### src/rtl/output_packer.sv
// Packs signed int8 results into little-endian 32-bit words and buffers them
// in a first-word-fall-through FIFO, with a flush for partial words.
module output_packer #(
    parameter int unsigned BYTE_SIZE  = 8,
    parameter int unsigned INT32_SIZE = 32,
    parameter int unsigned FIFO_DEPTH = 16
) (
    input  logic                          clk,
    input  logic                          rst,
    input  logic                          in_valid,
    input  logic [BYTE_SIZE-1:0]          in_data,
    output logic                          in_ready,
    input  logic                          flush,
    output logic                          word_valid,
    output logic [INT32_SIZE-1:0]         word_data,
    input  logic                          word_pop,
    output logic [$clog2(FIFO_DEPTH):0]   level,
    output logic [1:0]                    partial_count,
    output logic                          flush_busy
);

    localparam int unsigned AW    = $clog2(FIFO_DEPTH);
    localparam int unsigned LW    = AW + 1;
    localparam int unsigned LANES = 4;

    logic [INT32_SIZE-1:0] mem_q [FIFO_DEPTH];
    logic [AW-1:0]         wptr_q, wptr_d;
    logic [AW-1:0]         rptr_q, rptr_d;
    logic [LW-1:0]         level_q, level_d;
    logic [1:0]            partial_q, partial_d;
    logic [INT32_SIZE-1:0] lanes_q, lanes_d;
    logic                  flush_busy_q, flush_busy_d;

    logic                  full;
    logic                  in_ready_c;
    logic                  accept;
    logic                  pop;
    logic                  push;
    logic                  flush_req;
    logic [2:0]            count_after;
    logic [INT32_SIZE-1:0] merged;

    // Next-state: lanes above partial_q are kept zero, so any push is zero-filled.
    always_comb begin
        full        = (level_q == LW'(FIFO_DEPTH));
        in_ready_c  = (!full || (partial_q != 2'd3)) && !flush_busy_q;
        accept      = in_valid && in_ready_c;
        pop         = word_pop && (level_q != '0);
        flush_req   = flush || flush_busy_q;
        count_after = {1'b0, partial_q} + 3'(accept);

        merged = lanes_q;
        for (int k = 0; k < int'(LANES); k++) begin
            if (accept && (partial_q == 2'(k))) begin
                merged[k*BYTE_SIZE +: BYTE_SIZE] = in_data;
            end
        end

        push         = 1'b0;
        partial_d    = partial_q;
        lanes_d      = lanes_q;
        flush_busy_d = flush_busy_q;

        if (count_after == 3'd4) begin
            push         = 1'b1;
            partial_d    = 2'd0;
            lanes_d      = '0;
            flush_busy_d = 1'b0;
        end else if (flush_req && (count_after != 3'd0)) begin
            if (!full) begin
                push         = 1'b1;
                partial_d    = 2'd0;
                lanes_d      = '0;
                flush_busy_d = 1'b0;
            end else begin
                partial_d    = count_after[1:0];
                lanes_d      = merged;
                flush_busy_d = 1'b1;
            end
        end else begin
            partial_d    = count_after[1:0];
            lanes_d      = merged;
            flush_busy_d = 1'b0;
        end

        wptr_d  = push ? wptr_q + AW'(1) : wptr_q;
        rptr_d  = pop  ? rptr_q + AW'(1) : rptr_q;
        level_d = level_q + LW'(push) - LW'(pop);
    end

    always_ff @(posedge clk or posedge rst) begin
        if (rst) begin
            wptr_q       <= '0;
            rptr_q       <= '0;
            level_q      <= '0;
            partial_q    <= 2'd0;
            lanes_q      <= '0;
            flush_busy_q <= 1'b0;
        end else begin
            wptr_q       <= wptr_d;
            rptr_q       <= rptr_d;
            level_q      <= level_d;
            partial_q    <= partial_d;
            lanes_q      <= lanes_d;
            flush_busy_q <= flush_busy_d;
        end
    end

    // Storage needs no reset: the head is masked whenever the FIFO is empty.
    always_ff @(posedge clk) begin
        if (push) begin
            mem_q[wptr_q] <= merged;
        end
    end

    always_comb begin
        in_ready      = in_ready_c;
        word_valid    = (level_q != '0);
        word_data     = (level_q != '0) ? mem_q[rptr_q] : '0;
        level         = level_q;
        partial_count = partial_q;
        flush_busy    = flush_busy_q;
    end

endmodule

### config.mk
export PLATFORM = sky130hd
export DESIGN_NAME = output_packer
export DESIGN_NICKNAME = d
export VERILOG_FILES = /design/src/rtl/output_packer.sv
export SDC_FILE = /design/constraint.sdc
export NUM_CORES = 1
export LEC_CHECK = 0
export CAP_MARGIN = 15
export CORE_MARGIN = 3
export CORE_UTILIZATION = 50
export CTS_CLUSTER_DIAMETER = 40
export DETAILED_ROUTE_END_ITERATION = 10
export PLACE_DENSITY = 0.67
export SLEW_MARGIN = 20
export SYNTH_ARGS = -nofsm -noshare
export SYNTH_HDL_FRONTEND = slang
export SYNTH_SLANG_ARGS = --single-unit
### constraint.sdc
create_clock -name clk -period 5.2 [get_ports clk]
set_input_delay 0.52 -clock clk [delete_from_list [all_inputs] [get_ports clk]]
set_output_delay 0.52 -clock clk [all_outputs]
set_load 0.02 [all_outputs]
==> run_results.csv <==
group,metric,value,unit
die,die_height,215.5,um
layout,area_growth,15.75,%
layout,fillerInstances,3104,
clock_tree,holdBufCountCts,0,
place,dp_cells,1651,
sta,fmax,226.1,MHz
setup_path,path_max_fanout,29,
global_routing,grt_pass1_wl,71.51,mm
yosys,yosys_warnings,0,
die,io_pins,55,
place,port-buffer-count,54,
yosys,synth_common_cells,"512 x edfxtp_1, 128 x mux4_2, 48 x dfrtp_1, 43 x nand3_1, 41 x inv_1",
min_path,hp-class,"in -> async",
sta,rsz0062_at_grt,"no",
layout,fin_util,58.73,%
setup_path,worst_path_most_repeated_cell,"ha_1",
clock_tree,path_clk_slew,0.06,ns
pwr,power_leakage,8.697,nW
setup_path,critPathKind,"reg -> reg",
sta,period_needed,4.422,ns
sta,clock_skew,0.01645,ns
setup_path,cp.arrival,4.87,ns
setup_path,required,5.65,ns
run_status,outcome,"finished, final reports clean",
layout,multi_input_area,4930,um2
layout,seq_area,16590,um2
yosys,ys_top_cells_by_area,"edfxtp_1 70%, mux4_2 13%, dfrtp_1 5.5%",
layout,drive_gt1_share,26.37,%
setup_path,slowest_delay,0.43,ns
yosys,ys.flop_type,"edfxtp_1",
sta,maxSlewHeadroom,27.93,%
yosys,async_flop_share,8.571,%
clock_tree,ctsLongestPathBuffers,3,
sta,tightest_slew,1.066,ns
place,gp_congestion,0.7385,
yosys,netlist_area,21950,um2
yosys,synth.most_common_cell,"edfxtp_1",
setup_path,end_kind,"flop",
layout,fin_nets,1162,
die,die_w,215.5,um
global_routing,grt_max_degree,49,
pwr,pwr-share-seq,39.9,%
route,viasPerCell,5.918,
yosys,synth_edf_count,512,
clock_tree,clkSinkCount,560,
pwr,powerDensity,619.2,nW/um2
yosys,syn_avg_cell_area,21.03,um2
route,finalWirelength,47.16,mm
pwr,p_int,0.01085,W
sta,slew_viol_final,0,
place,place_area,23180,um2
yosys,yosysTopAreaCell,"edfxtp_1",
setup_path,slowest_stage,"fa_1",
route,firstDrtPassIters,5,
pwr,ir_drop,453.0,uV
clock_tree,clk_latency,0.57,ns
layout,insertedDiodeCount,0,
global_routing,antenna_found_initial,0,
sta,hold_viol,0,
run,maxCapViolations,0,
yosys,ys_seq_area_share,75.51,%
pwr,swShare,31.04,%
pwr,combPwrFrac,30.8,%
yosys,yosysTopAreaCellShare,70.04,%
route,wire_per_inst,26.61,um
die,die_area,46450,um2
clock_tree,cts_tree,"done",
yosys,yosysUniqueCellTypes,46,
clock_tree,cts_buffers,67,
sta,setup_viol,0,
sta,fin_crit_sh,85.04,%
yosys,netlist_instances,1044,
die,core_area,43270,um2
yosys,syn_nets,1071,
sta,fin_setup_tns,0,ns
route,drtIter0Drc,864,
yosys,ys_seq_elements,560,
global_routing,grt_usage,21.00,%
route,via_count,10490,
global_routing,grt_pass1_vias,10970,
global_routing,overflow,0,
clock_tree,cts_root_buffer,"clkbuf_16",
setup_path,crit_chain,"inv_1, ha_1, and4bb_2, a31oi_1, and2_1, ha_1, ha_1, or3b_1, o21ai_2, buf_4, inv_2, ha_1, inv_1, ha_1, fa_1, a21oi_1, o21bai_1, xnor2_1",
route,final_antenna_net_count,0,
die,initial_core_util,50.73,%
pwr,p_clk_share,29.3,%
layout,layout.cells.non_filler,1772,
pwr,total_power,0.01573,W
clock_tree,htreeDepth,3,
clock_tree,cts_setup_buffers,0,
pwr,p_switching,0.004884,W
clock_tree,post_cts_resize_count,0,
layout,design_area,25410,um2
setup_path,cp-start-kind,"flop",
place,hpwl,26.73,mm
die,row_count,76,
route,drc,0,
area by class of cell:
class / instances / share of cell area, %
Clock buffer: 85 / 7.239
Clock inverter: 36 / 1.517
Inverter: 42 / 0.6204
Multi-Input combinational cell: 385 / 19.40
Sequential cell: 560 / 65.28
Tap cell: 585 / 2.881
Timing Repair Buffer: 79 / 3.063
metal layers:
metal	global-route usage, %	vias to the layer above	wire length, um	share of wire (%)
li1	-	4475	-	-
met1	28.33	5607	19140	41
met2	35.06	322	24060	51
met3	4.126	82	2815	6.0
met4	6.698	0	1141	2.4
met5	0	-	0	0
power by group through the flow:
stage	Sequential (W)	Clock, W	Combinational, W
floorplan	0.00613	0	0.00334
global route	0.00634	0.00488	0.00523
finish	0.00627	0.00461	0.00485
CTS	0.00628	0.00470	0.00494
global placement	0.00635	0	0.00485
detailed placement	0.00637	0	0.00493
critical path: cells and delay by family, from the launching register on:
kind / cells / cell delay [ns]
compound gates: 4 / 0.48
xor+xnor: 1 / 0.13
fa+ha+maj: 6 / 1.65
buf+inv: 4 / 0.64
flops: 1 / 0.40
simple gates: 3 / 0.98
per-stage QoR:
| stage | hold WS [ns] | worst slack, ns |
|---|---|---|
| after CTS | 0.4413 | 0.7952 |
| final | 0.4443 | 0.7778 |
| after global routing | 0.5083 | 0.4604 |
| after global placement | 0.5442 | 0.9374 |
| after detailed placement | 0.5525 | 0.8020 |
| after floorplan | 0.5027 | 0.9594 |
sequential cells by signal, summed over array words and instances, names as in the netlist:
signal         cells
flush_busy         1
lanes_q           32
level              5
mem_q            512
partial_count      2
rptr_q             4
wptr_q             4
kinds of logic after synthesis:
| kind of cell | share of synthesized area [%] |
|---|---|
| flip-flops | 75.51 |
| AO/OA/AOI/OAI | 1.978 |
| XOR/XNOR | 0.3192 |
| multiplexers | 15.93 |
| adder cells (fa/ha/maj) | 0.8322 |
| AND/OR/NAND/NOR | 3.215 |
| buffers and inverters | 2.217 |
placed cells by master (no fill, tap or decap), types with 16 or more instances in the layout:
cell type and n:
edfxtp_1 512, and2_1 28, nand3_1 43, clkbuf_16 71
mux4_2 128, o221ai_1 32, mux2_2 26, clkdlybuf4s50_1 54
buf_4 21, and3_2 16, dfrtp_1 45, inv_1 40
mux2i_1 32
final timing paths:
path / from / endpoint / cells past startpoint / slack (ns)
setup / recovery: level[3] / level[4] / 18 / 0.78
hold / removal: rst / lanes_q[0] / 3 / 0.44
setup reg to reg: level[3] / level[4] / 18 / 0.78
hold reg to reg: lanes_q[24] / lanes_q[24] / 2 / 0.56
min in group clk: lanes_q[24] / lanes_q[24] / 2 / 0.56
max in group asynchronous: rst / rptr_q[1] / 3 / 4.27
No activity file was read; power rests on OpenSTA's default activity.
